## config.mk

```make
export PLATFORM = sky130hd
export DESIGN_NAME = dm_arbiter_flat
export DESIGN_NICKNAME = d
export VERILOG_FILES = /design/src/rtl/dm_arbiter_if.sv /design/src/rtl/dm_arbiter.sv /design/src/flat_wrapper.sv
export SDC_FILE = /design/constraint.sdc
export NUM_CORES = 1
export LEC_CHECK = 0
export ABC_CLOCK_PERIOD_IN_PS = 2460
export CAP_MARGIN = 20
export CORE_MARGIN = 4
export CORE_UTILIZATION = 35
export CTS_CLUSTER_DIAMETER = 150
export CTS_CLUSTER_SIZE = 12
export DETAILED_ROUTE_END_ITERATION = 6
export GPL_ROUTABILITY_DRIVEN = 0
export GPL_TIMING_DRIVEN = 1
export PLACE_DENSITY = 0.86
export SETUP_SLACK_MARGIN = 0.05
export SKIP_LAST_GASP = 1
export SYNTH_ARGS = -nofsm -noshare
export SYNTH_HDL_FRONTEND = slang
export SYNTH_SLANG_ARGS = --single-unit
```

## constraint.sdc

```tcl
create_clock -name clk -period 2.46 [get_ports clk]
set_input_delay 0.738 -clock clk [delete_from_list [all_inputs] [get_ports clk]]
set_output_delay 0.738 -clock clk [all_outputs]
set_load 0.02 [all_outputs]
```

## src/rtl/dm_arbiter_if.sv

```systemverilog
// Handshake bundle between one requester and dm_arbiter.
// The requester is the master; the arbiter is the slave.
interface dm_arbiter_if;
  logic        req;
  logic        we;
  logic [9:0]  addr;
  logic [31:0] wdata;
  logic        ack;
  logic [31:0] rdata;

  modport master (
    output req,
    output we,
    output addr,
    output wdata,
    input  ack,
    input  rdata
  );

  modport slave (
    input  req,
    input  we,
    input  addr,
    input  wdata,
    output ack,
    output rdata
  );
endinterface

```

## src/rtl/dm_arbiter.sv

```systemverilog
// Two-port arbiter in front of the single-port 1024 x 32 data memory.
// Port 0 is the CPU data port and port 1 is the loader/DMA/debug port.
// Every access runs IDLE -> ACCESS -> RESP. Arbitration is round-robin
// by default. With FIXED_PRIO=1, port 0 always wins a tie.
module dm_arbiter #(
  parameter bit FIXED_PRIO = 1'b0
) (
  input  logic        clk,
  input  logic        rst,
  dm_arbiter_if.slave m0,
  dm_arbiter_if.slave m1,
  output logic [9:0]  dm_addr,
  output logic [31:0] dm_din,
  output logic        dm_we,
  input  logic [31:0] dm_dout,
  output logic        busy
);

  typedef enum logic [1:0] {
    IDLE   = 2'd0,
    ACCESS = 2'd1,
    RESP   = 2'd2
  } state_t;

  state_t state;
  state_t state_nxt;
  logic   sel;
  logic   sel_nxt;
  logic   last;
  logic   sel_we;

  // State register; reset abandons any transaction in flight.
  always_ff @(posedge clk) begin
    if (rst) begin
      state <= IDLE;
    end else begin
      state <= state_nxt;
    end
  end

  // Next state and grant decision. A grant is only taken in IDLE, so
  // requests that arrive during ACCESS/RESP wait for the next IDLE.
  always_comb begin
    state_nxt = state;
    sel_nxt   = sel;
    unique case (state)
      IDLE: begin
        if (m0.req || m1.req) begin
          state_nxt = ACCESS;
          if (m0.req && m1.req) begin
            sel_nxt = FIXED_PRIO ? 1'b0 : ~last;
          end else begin
            sel_nxt = m1.req;
          end
        end
      end
      ACCESS:  state_nxt = RESP;
      RESP:    state_nxt = IDLE;
      default: state_nxt = IDLE;
    endcase
  end

  // Grant, round-robin history, ack pulses and read data capture.
  // The ack is registered at the closing edge of ACCESS, so it is high
  // for exactly the RESP cycle. Reads capture the combinational memory
  // output at that same edge. Writes leave rdata untouched.
  always_ff @(posedge clk) begin
    if (rst) begin
      sel      <= 1'b0;
      last     <= 1'b1;
      m0.ack   <= 1'b0;
      m1.ack   <= 1'b0;
      m0.rdata <= 32'h0;
      m1.rdata <= 32'h0;
    end else begin
      sel    <= sel_nxt;
      m0.ack <= (state == ACCESS) && !sel;
      m1.ack <= (state == ACCESS) && sel;
      if (state == ACCESS) begin
        last <= sel;
        if (!sel && !m0.we) begin
          m0.rdata <= dm_dout;
        end
        if (sel && !m1.we) begin
          m1.rdata <= dm_dout;
        end
      end
    end
  end

  // Memory-side drive. Address and data always follow the selected
  // port, so they never float. The write enable is only active in
  // ACCESS, and it is killed while reset is high so that a reset edge
  // cannot commit a write.
  always_comb begin
    dm_addr = sel ? m1.addr  : m0.addr;
    dm_din  = sel ? m1.wdata : m0.wdata;
    sel_we  = sel ? m1.we    : m0.we;
    dm_we   = (state == ACCESS) && sel_we && !rst;
  end

  assign busy = (state != IDLE);

endmodule

```

## src/flat_wrapper.sv

```systemverilog
// flat-port wrapper written by rule: the top's interface ports become plain ports
module dm_arbiter_flat 
#(
  parameter bit FIXED_PRIO = 1'b0
)
  (clk, rst, dm_addr, dm_din, dm_we, dm_dout, busy, m0_req, m0_we, m0_addr, m0_wdata, m0_ack, m0_rdata, m1_req, m1_we, m1_addr, m1_wdata, m1_ack, m1_rdata);
  dm_arbiter_if m0_i ();
  dm_arbiter_if m1_i ();
  input  logic clk;
  input  logic rst;
  output logic [9:0] dm_addr;
  output logic [31:0] dm_din;
  output logic dm_we;
  input  logic [31:0] dm_dout;
  output logic busy;
  input wire logic [$bits(m0_i.req)-1:0] m0_req;
  input wire logic [$bits(m0_i.we)-1:0] m0_we;
  input wire logic [$bits(m0_i.addr)-1:0] m0_addr;
  input wire logic [$bits(m0_i.wdata)-1:0] m0_wdata;
  output wire logic [$bits(m0_i.ack)-1:0] m0_ack;
  output wire logic [$bits(m0_i.rdata)-1:0] m0_rdata;
  input wire logic [$bits(m1_i.req)-1:0] m1_req;
  input wire logic [$bits(m1_i.we)-1:0] m1_we;
  input wire logic [$bits(m1_i.addr)-1:0] m1_addr;
  input wire logic [$bits(m1_i.wdata)-1:0] m1_wdata;
  output wire logic [$bits(m1_i.ack)-1:0] m1_ack;
  output wire logic [$bits(m1_i.rdata)-1:0] m1_rdata;
  assign m0_i.req = m0_req;
  assign m0_i.we = m0_we;
  assign m0_i.addr = m0_addr;
  assign m0_i.wdata = m0_wdata;
  assign m0_ack = m0_i.ack;
  assign m0_rdata = m0_i.rdata;
  assign m1_i.req = m1_req;
  assign m1_i.we = m1_we;
  assign m1_i.addr = m1_addr;
  assign m1_i.wdata = m1_wdata;
  assign m1_ack = m1_i.ack;
  assign m1_rdata = m1_i.rdata;
  dm_arbiter #(.FIXED_PRIO(FIXED_PRIO)) u_core (.clk(clk), .rst(rst), .m0(m0_i), .m1(m1_i), .dm_addr(dm_addr), .dm_din(dm_din), .dm_we(dm_we), .dm_dout(dm_dout), .busy(busy));
endmodule
```

# Word level (Yosys, flattened, before mapping)
# Index checks and enable logic that the tools add are counted.
# word_totals
input_bits	122
register_bits	70
wordCells	33
# classes
eq_ne	2
n_mux	6
n_bitwise	1
reduce_logical	17
# op_table
operator	count
32-bit two-way mux	1
10-bit two-way mux	1
1-bit logical AND	7
2-bit AND reduction	3
1-bit logical NOT	4
2-bit case mux with 2 select lines	1
2-bit by 1-bit == test with 1-bit output, second input constant	1
2-bit logical NOT	1
1-bit two-way mux	2
2-bit two-way mux	1
2-bit by 1-bit inequality test with 1-bit output, second input constant	1
2-bit nonzero test	1
1-bit logical OR	1
1-bit NOT	1

# Depth between registers and ports, before layout
# Gate-level depths: netlist (run 1).
# depth
word_depth	3
mapped_depth	4

# Least setup slack after synthesis (run 1)
# OpenSTA, ideal clock, no wires.
# synth_path
kind	input to output
startpoint	input port rst
endpoint	output port dm_we
t_arrival_ns	1.686
n_path_buf	1
required_time_ns	1.722
slack_ns	0.036
path_stages	3
path_cell_list	clkbuf_1 or3b_2 nor2_1
# synth_between
elab_chain_len	2
# synth_rtl
item	line_no	source
start: declaration	flat_wrapper.sv:10	input logic rst;
1-bit logical NOT	dm_arbiter.sv:99	dm_we = (state == ACCESS) && sel_we && !rst;
1-bit logical AND	dm_arbiter.sv:99	
end: declaration	flat_wrapper.sv:13	output logic dm_we;
# No other way between the ends.

# Worst setup path in the final report (run 1)
# layout_path
startpoint	input port m1_wdata[2]
endpoint	output port dm_din[2]
# layout_between
elab_chain_len	1
# layout_rtl
item	line_no	source
start: declaration	flat_wrapper.sv:25	input wire logic [$bits(m1_i.wdata)-1:0] m1_wdata;
32-bit two-way mux	dm_arbiter.sv:97	dm_din = sel ? m1.wdata : m0.wdata;
end: declaration	flat_wrapper.sv:12	output logic [31:0] dm_din;
# No other way between the ends.

==> results of run 1 <==
-- state kept, by name (all words and copies together), names as in the netlist --
| signal | cells |
|---|---|
| u_core.state | 2 |
| u_core.m0.rdata | 32 |
| u_core.m0.ack | 1 |
| u_core.m1.rdata | 32 |
| u_core.m1.ack | 1 |
| u_core.last | 1 |
| u_core.sel | 1 |
-- cell families (layout without fill, tap and decap cells) --
| group | count (synthesis) | after routing |
|---|---|---|
| simple gates | 111 | 111 |
| compound gates | 3 | 3 |
| mux | 107 | 107 |
| buf+inv | 25 | 258 |
| other cells | 0 | 2 |
| flops | 70 | 70 |
-- tightest hold or removal path, stage by stage (launching register included) --
cell	delay [ns]
dfxtp_1	0.31
nand2b_1	0.06
mux2i_1	0.05
-- layout make-up --
| type | instances | area share (%) |
|---|---|---|
| timing repair buffer | 241 | 37.6 |
| tap | 129 | 2.72 |
| sequential | 70 | 23.6 |
| inverter | 1 | 0.0632 |
| clock inverter | 5 | 1.75 |
| antenna | 2 | 0.0843 |
| multi-input combinational | 221 | 31.6 |
| clock buffer | 11 | 2.55 |
-- per-layer routing --
metal	track usage [%]	routed length [microns]	vias up
met2	37.5	6340	129
met1	19.9	4110	1441
met3	6.25	854	11
met5	0	0	-
li1	-	-	1523
met4	7.58	150	0
-- what timing repair did --
item,in CTS,in global routing
buffers inserted,0,0
pin swaps,0,0
endpoints found under the setup margin,43,28
gates resized for setup,137,29
-- stage by stage --
step           worst slack (ns)  total power, W  area, sq um  std cells
2_1_floorplan             0.106         0.00157         3400        316
3_3_place_gp             -0.390         0.00199         5860        662
3_5_place_dp             -0.360         0.00200         5860        662
4_1_cts                 -0.0178         0.00315         6110        678
5_1_grt                  0.0448         0.00322         5940        680
6_report                 0.0668         0.00308         5940        680
-- cells in the final DEF (no fill, tap or decap), types with 3 or more instances in the layout --
cell             netlist  layout
clkdlybuf4s50_1        0     186
nand2b_1              97      97
dfxtp_1               70      69
mux2i_1               65      65
mux2_2                42      42
buf_2                  8      39
clkbuf_8               0      11
buf_4                  2       8
clkdlybuf4s15_2        0       4
bufinv_16              0       3
buf_12                 0       3
-- where the power goes --
part           leakage [nW]  total (W)  switching (W)  internal (W)
clock network         0.130    0.00116       0.000434      0.000731
registers             0.567    0.00119      0.0000184       0.00117
logic                  1.71   0.000728       0.000314      0.000414
total                  2.40    0.00308       0.000766       0.00231
-- path summary, 6_finish.rpt --
path | start | end | slack, ns | cells after the start
max reg2reg | u_core.sel | u_core.m0.rdata[22] | 0.96 | 4
max | m1_wdata[2] | dm_din[2] | 0.07 | 3
min | u_core.m0.rdata[28] | u_core.m0.rdata[28] | 0.47 | 2
min reg2reg | u_core.m0.rdata[28] | u_core.m0.rdata[28] | 0.47 | 2
==> summary.txt, run 1 <==
status: finished, final reports clean
share of cells above drive strength 1: 22.2%
Rows: 35
crit-path max FO: 1
Startpoint Class: primary input
post-DR vias/cell: 4.56
synth top area cells: dfxtp_1 41%, mux2i_1 19%, nand2b_1 18%
die width: 107 microns
clock sink count: 70
number of synthesized flops with an enable pin: 0
Root Driver: clkbuf_8
# H-tree levels: 3
Layout Utilization: 63.6%
area leader, netlist: dfxtp_1
nets@finish: 666
register bit total from synthesis: 70
Detailed Route Iter0 Violations: 88
vias in the first global route: 3341
Register Area: 1400 sq um
FMAX: 0.418 GHz
main combinational cell family by area after synthesis: multiplexers
first-pass GRT wire length: 17400 microns
Critical Path End Type: primary output
synthesis-to-finish area growth: 74.6%
Unique masters post-synth: 24
Congestion Overflow GR: 0
simple-gate share of the synthesized area: 21.0%
TritonCTS clock tree: built
DRC viols: 0
WL/cell: 16.8 microns
Hold Crit Class: flip-flop to flip-flop
# fillers: 793
num ports: 232
Port Buf Inserts: 231
area of the multi-input gates: 1880 sq um
antenna viol nets, final: 0
Setup TNS Final: 0 ns
count leader, synth: nand2b_1
worst-margin pin slew: 0.690 ns
Die Area: 11400 sq um
worst vdd ir: 0.000246 V
CP Buf/Inv Count: 2
final setup violation count: 0
drt first pass iters: 4
initial core utilization: 36.4%
Seq/Total Area, Yosys: 41.2%
most instantiated cells after synthesis: 97 x nand2b_1, 70 x dfxtp_1, 65 x mux2i_1
crit path DAT: 1.66 ns
clk buf depth: 2
Adder-Cell Fraction of Synth Area: 0%
Syn Area/Cell: 10.8 sq um
Num CTS Buffers: 9
Worst EP required: 1.72 ns
XOR/XNOR Fraction of Synth Area: 0%
via count: 3104
post-synth net total: 438
ys async rst share: 0%
Slew Limit Fails: 0
power density cells: 519 nW/um^2
hold_ws: 0.471 ns
initial antenna violation count: 2
worst path cell trace: clkdlybuf4s50_1 > mux2_2 > clkdlybuf4s15_2
Mapped Cells: 316
max incr delay on CP: 0.39 ns
Slew HR: 54.0%
Slowest-stage cell, CP: clkdlybuf4s50_1
Overall Global Routing Usage: 19.7%
final period utilization: 97.3%
Synth top area share: 41.2%
die height: 107 microns
largest net degree at the start of global routing: 101
Worst-Skew Late Latency: 0.35 ns
crit-path leading delay family: buffers and inverters
Final Hold Fails: 0
Crit Path Category: primary input to primary output
P_leak: 2.40 nW
max_cap viols: 0
Post-synth top flop: dfxtp_1
clock slew at reported path FFs: 0.07 ns
yosys warns: 0
dpl hpwl: 9150 microns
crit path time final: 2.39 ns
setup repair after global routing missed its margin: true
post-synthesis mux area share: 33.1%
core footprint: 9330 sq um
final WL: 11500 microns
# hold bufs at CTS: 0
synthesized area: 3400 sq um
Post-Route Skew: 0.00619 ns
compound-gate portion of the synthesized area: 0.810%
(Power assumes the default switching activity.)
==> inputs of run 2 (changes only) <==
--- a/config.mk
+++ b/config.mk
@@ -14,7 +14,7 @@
 export DETAILED_ROUTE_END_ITERATION = 6
 export GPL_ROUTABILITY_DRIVEN = 0
 export GPL_TIMING_DRIVEN = 1
-export PLACE_DENSITY = 0.86
+export PLACE_DENSITY = 0.8
 export SETUP_SLACK_MARGIN = 0.05
 export SKIP_LAST_GASP = 1
 export SYNTH_ARGS = -nofsm -noshare
==> run 2 against run 1 <==
Against the previous run: first-iteration DRC count is 42% lower; clock skew is 0.0048 ns higher; setup slack hardly changed; critical path type unchanged; fmax hardly changed; power is 3.4% lower; clock power is 9% lower; via count is 1.3% higher.
==> summary.txt, run 2 (synthesized netlist as in run 1, its figures left out) <==
status: finished, final reports clean
crit-path leading delay family: buffers and inverters
# hold bufs at CTS: 0
WL/cell: 16.7 microns
initial antenna violation count: 1
Startpoint Class: primary input
Overall Global Routing Usage: 20.0%
clk buf depth: 2
Slew Limit Fails: 0
vias in the first global route: 3520
post-DR vias/cell: 4.62
hold_sp: u_core.m0.rdata[24]
synthesis-to-finish area growth: 74.3%
drt first pass iters: 4
Post-CTS Setup Bufs: 0
Crit. path cell count: 3
crit-path max FO: 1
Slowest-stage cell, CP: clkdlybuf4s50_1
TritonCTS clock tree: built
Reg2Reg Setup Slack: 0.92 ns
share of cells above drive strength 1: 22.5%
final setup violation count: 0
core footprint: 9330 sq um
crit path DAT: 1.65 ns
largest net degree at the start of global routing: 101
num ports: 232
Detailed Route Iter0 Violations: 51
max_cap viols: 0
max incr delay on CP: 0.40 ns
Critical R2R Launch: u_core.sel
Post-DP Area: 5880 sq um
Rows: 35
Congestion Overflow GR: 0
final WL: 11400 microns
Placed Cells incl. Taps: 664
worst-margin pin slew: 0.705 ns
P_leak: 2.40 nW
power density cells: 502 nW/um^2
Crit Path Category: primary input to primary output
Worst EP required: 1.72 ns
dpl hpwl: 8950 microns
Slew HR: 53.0%
Port Buf Inserts: 231
clock slew at reported path FFs: 0.07 ns
final period utilization: 97.3%
Root Driver: clkbuf_8
nets@finish: 668
via count: 3144
die width: 107 microns
commonest non-fill, non-tap cell in the layout: clkdlybuf4s50_1
most frequent cells in the layout: 186 x clkdlybuf4s50_1, 97 x nand2b_1, 69 x dfxtp_1
# fillers: 794
die height: 107 microns
clock sink count: 70
crit path time final: 2.39 ns
CP Buf/Inv Count: 2
worst vdd ir: 0.000332 V
FMAX: 0.418 GHz
first-pass GRT wire length: 17700 microns
Die Area: 11400 sq um
Hold Crit Class: flip-flop to flip-flop
post-route design area: 5920 sq um
Top Registers: u_core.m0.rdata (32), u_core.m1.rdata (32), u_core.state (2)
Non-Filler Instances: 681
setup repair after global routing missed its margin: false
Final Hold Fails: 0
CP startpoint: m0_wdata[10]
hold-critical path depth: 2
antenna viol nets, final: 0
DRC viols: 0
Num CTS Buffers: 9
Critical Path End Type: primary output
Post-Route Skew: 0.0110 ns
initial core utilization: 36.4%
Worst-Skew Late Latency: 0.34 ns
# H-tree levels: 3
Reg2Reg Depth: 4
worst path cell trace: clkdlybuf4s50_1 > mux2_2 > clkdlybuf4s15_2
[run 2: where the power goes]
group	leakage, nW	switching [W]	total [W]	internal (W)
registers	0.567	0.0000183	0.00119	0.00117
clock network	0.116	0.000433	0.00106	0.000626
logic	1.71	0.000314	0.000728	0.000414
total	2.40	0.000765	0.00297	0.00221
[run 2: final cells by class]
class | count | area, sq um | share of cell area (%)
diodes | 1 | 2.50 | 0.0422
clock buffers | 11 | 151 | 2.56
clock inverters | 5 | 81.3 | 1.37
inverters | 1 | 3.75 | 0.0634
multi-input cells | 221 | 1880 | 31.7
flip-flops and latches | 70 | 1400 | 23.7
well taps | 129 | 161 | 2.72
repair buffers | 243 | 2240 | 37.9
[run 2: path summary, 6_finish.rpt]
path,endpoint
max reg2reg,u_core.m0.rdata[1]
max,dm_din[10]
min,u_core.m0.rdata[24]
min reg2reg,u_core.m0.rdata[24]
[run 2: repair_timing]
action | CTS | global route
gates resized for setup | 138 | 32
hold endpoints to repair | 0 | 0
endpoints found under the setup margin | 44 | 31
[run 2: metal layers]
layer / up-vias / track usage [%] / part of all wire (%)
met4: 0 / 9.41 / 3.4
met3: 28 / 6.44 / 7.8
met1: 1445 / 21.8 / 38
met2: 142 / 35.1 / 50
li1: 1529 / - / -
met5: - / 0 / 0
[run 2: per-stage QoR]
stage / setup TNS, ns / utilization (%) / worst slack (ns) / hold slack [ns] / total power (W)
2_1_floorplan: 0 / - / 0.106 / 0.436 / 0.00157
3_3_place_gp: -9.48 / 63.0 / -0.326 / 0.453 / 0.00199
3_5_place_dp: -9.83 / 63.0 / -0.323 / 0.462 / 0.00200
4_1_cts: 0 / 65.6 / 0.0160 / 0.480 / 0.00305
5_1_grt: 0 / 63.5 / 0.0502 / 0.496 / 0.00311
6_report: 0 / 63.5 / 0.0672 / 0.476 / 0.00297
[run 2: worst reg2reg max path, cell delays in order, from the launching register on]
cell     delay [ns]
dfxtp_2        0.33
buf_12         0.18
or4b_1         0.59
buf_4          0.21
mux2i_1        0.12
==> inputs of run 3 (changes only) <==
--- a/config.mk
+++ b/config.mk
@@ -5,6 +5,7 @@
 export SDC_FILE = /design/constraint.sdc
 export NUM_CORES = 1
 export LEC_CHECK = 0
+export ABC_AREA = 1
 export ABC_CLOCK_PERIOD_IN_PS = 2460
 export CAP_MARGIN = 20
 export CORE_MARGIN = 4
@@ -12,7 +13,6 @@
 export CTS_CLUSTER_DIAMETER = 150
 export CTS_CLUSTER_SIZE = 12
 export DETAILED_ROUTE_END_ITERATION = 6
-export GPL_ROUTABILITY_DRIVEN = 0
 export GPL_TIMING_DRIVEN = 1
 export PLACE_DENSITY = 0.8
 export SETUP_SLACK_MARGIN = 0.05
==> run 3 against run 2 <==
Against the previous run: power grew 5.7%; global-route usage grew 2.0 points; synthesized cell count grew 74%; largest power group unchanged; clock-buffer cell count is the same; fmax shrank 0.23%; largest cell class unchanged; routed wire length grew 12%.
==> summary.txt, run 3 <==
status: finished, final reports clean
ys async rst share: 0%
synthesized area: 3380 sq um
Num CTS Buffers: 9
Slowest-stage cell, CP: clkdlybuf4s50_1
Rows: 35
die height: 106 microns
TritonCTS clock tree: built
WL met1: 4210 microns
Post-Route Skew: 0.0104 ns
commonest non-fill, non-tap cell in the layout: nand2_1
# hold bufs at CTS: 0
Slew HR: 57.1%
core footprint: 9330 sq um
DRC viols: 0
Worst-Skew Late Latency: 0.34 ns
Final Hold Fails: 0
Critical R2R Launch: u_core.state[0]
Mapped Cells: 550
Synth top area share: 41.5%
final period utilization: 97.5%
CP startpoint: m1_addr[9]
Layout Utilization: 63.7%
first-pass GRT wire length: 19500 microns
most instantiated cells after synthesis: 197 x nand2_1, 134 x nor2_1, 70 x dfxtp_1
Die Area: 11300 sq um
antenna viol nets, final: 0
antenna cells: 0
die width: 106 microns
share of cells above drive strength 1: 8.52%
Reg2Reg Setup Slack: 0.91 ns
initial core utilization: 36.2%
# H-tree levels: 3
synthesis-to-finish area growth: 75.7%
power consumption: 0.00314 W
max incr delay on CP: 0.46 ns
met3 WL: 1320 microns
hold-critical path depth: 2
Crit Path Category: primary input to primary output
Detailed Route Iter0 Violations: 157
register bit total from synthesis: 70
# fillers: 845
dpl hpwl: 10000 microns
via count: 4121
post-synth net total: 672
setup repair after global routing missed its margin: false
GP Congestion: 0.858
Congestion Overflow GR: 0
Non-Filler Instances: 904
R2R Path End: u_core.m0.rdata[31]
Slew Limit Fails: 0
hold_sp: u_core.m0.rdata[6]
number of synthesized flops with an enable pin: 0
Worst EP required: 1.72 ns
yosys warns: 0
most frequent cells in the layout: 197 x nand2_1, 185 x clkdlybuf4s50_1, 133 x nor2_1
synth top area cells: dfxtp_1 41%, nand2_1 22%, nor2_1 15%
crit path DAT: 1.66 ns
initial antenna violation count: 0
count leader, synth: nand2_1
worst-margin pin slew: 0.644 ns
Setup TNS Final: 0 ns
nets@finish: 892
worst path cell trace: clkdlybuf4s50_1 > nand2_1 > nand2_1 > dlygate4sd2_1
Root Driver: clkbuf_8
crit path time final: 2.40 ns
Most Frequent Cell on Critical Path: nand2_1
pre-CTS setup slack: -0.625 ns
P_leak: 2.74 nW
final setup violation count: 0
final WL: 12800 microns
metal2 WL: 6890 microns
num ports: 232
crit-path max FO: 1
Unique masters post-synth: 16
Post-synth top flop: dfxtp_1
Hold Crit Class: flip-flop to flip-flop
Placed Cells incl. Taps: 888
Max Used Layer: met4
Critical Path End Type: primary output
Seq/Total Area, Yosys: 41.5%
worst vdd ir: 0.000243 V
Setup WS post-layout: 0.0618 ns
Port Buf Inserts: 231
power density cells: 529 nW/um^2
Syn Area/Cell: 6.15 sq um
WL/cell: 14.1 microns
Overall Global Routing Usage: 22.0%
Reg2Reg Depth: 6
clock slew at reported path FFs: 0.08 ns
max_cap viols: 0
clock sink count: 70
clk buf depth: 2
Worst Hold End: u_core.m0.rdata[6]
FMAX: 0.417 GHz
Startpoint Class: primary input
largest net degree at the start of global routing: 65
Top Registers: u_core.m0.rdata (32), u_core.m1.rdata (32), u_core.state (2)
post-DR vias/cell: 4.56
drt first pass iters: 5
vias in the first global route: 4051
area leader, netlist: dfxtp_1
## run 3: final cells by class
type	count	area (sq um)	area share (%)
multi-input combinational	403	1640	27.7
sequential	70	1400	23.6
clock inverter	5	81.3	1.37
timing repair buffer	244	2340	39.4
clock buffer	11	151	2.55
inverter	42	158	2.65
tap	129	161	2.72
## run 3: worst max-delay path: cells and delay by family
| family | cells | cell delay (ns) |
|---|---|---|
| and+or+nand+nor | 2 | 0.12 |
| buffers and inverters | 2 | 0.80 |
## run 3: stage by stage
step / hold WS (ns) / area, sq um
CTS: 0.487 / 6000
global route: 0.498 / 5940
floorplan: 0.446 / 3380
detailed placement: 0.463 / 5800
finish: 0.480 / 5940
global placement: 0.454 / 5800
## run 3: how the worst max path moves through the flow
stage | depth (start not counted) | slack, ns | to
6_report | 4 | 0.06 | dm_addr[9]
5_1_grt | 4 | 0.05 | dm_addr[8]
4_1_cts | 5 | -0.20 | dm_we
3_5_place_dp | 5 | -0.63 | dm_we
3_3_place_gp | 5 | -0.56 | dm_we
2_1_floorplan | 4 | 0.21 | dm_we
## run 3: where the power goes
part | internal [W] | switching (W) | total, W
logic | 0.000411 | 0.000464 | 0.000875
clock network | 0.000626 | 0.000429 | 0.00105
registers | 0.00118 | 0.0000303 | 0.00121
total | 0.00222 | 0.000923 | 0.00314
## run 3: layer usage
metal / track usage (%) / vias up
li1: - / 2090
met1: 19.4 / 1830
met2: 42.1 / 179
met3: 11.3 / 22
met4: 7.68 / 0
met5: 0 / -
## run 3: cells by family after synthesis
group	after synthesis	share of synthesized area, %
DFF	70	41.5
AOI/OAI and AO/OA	1	0.148
and+or+nand+nor	402	48.1
buffers and inverters	77	10.3
## run 3: what timing repair did
item	in CTS	in global routing
endpoints found under the setup margin	41	34
gates resized for setup	57	54
buffers inserted	0	0
hold endpoints to repair	0	0
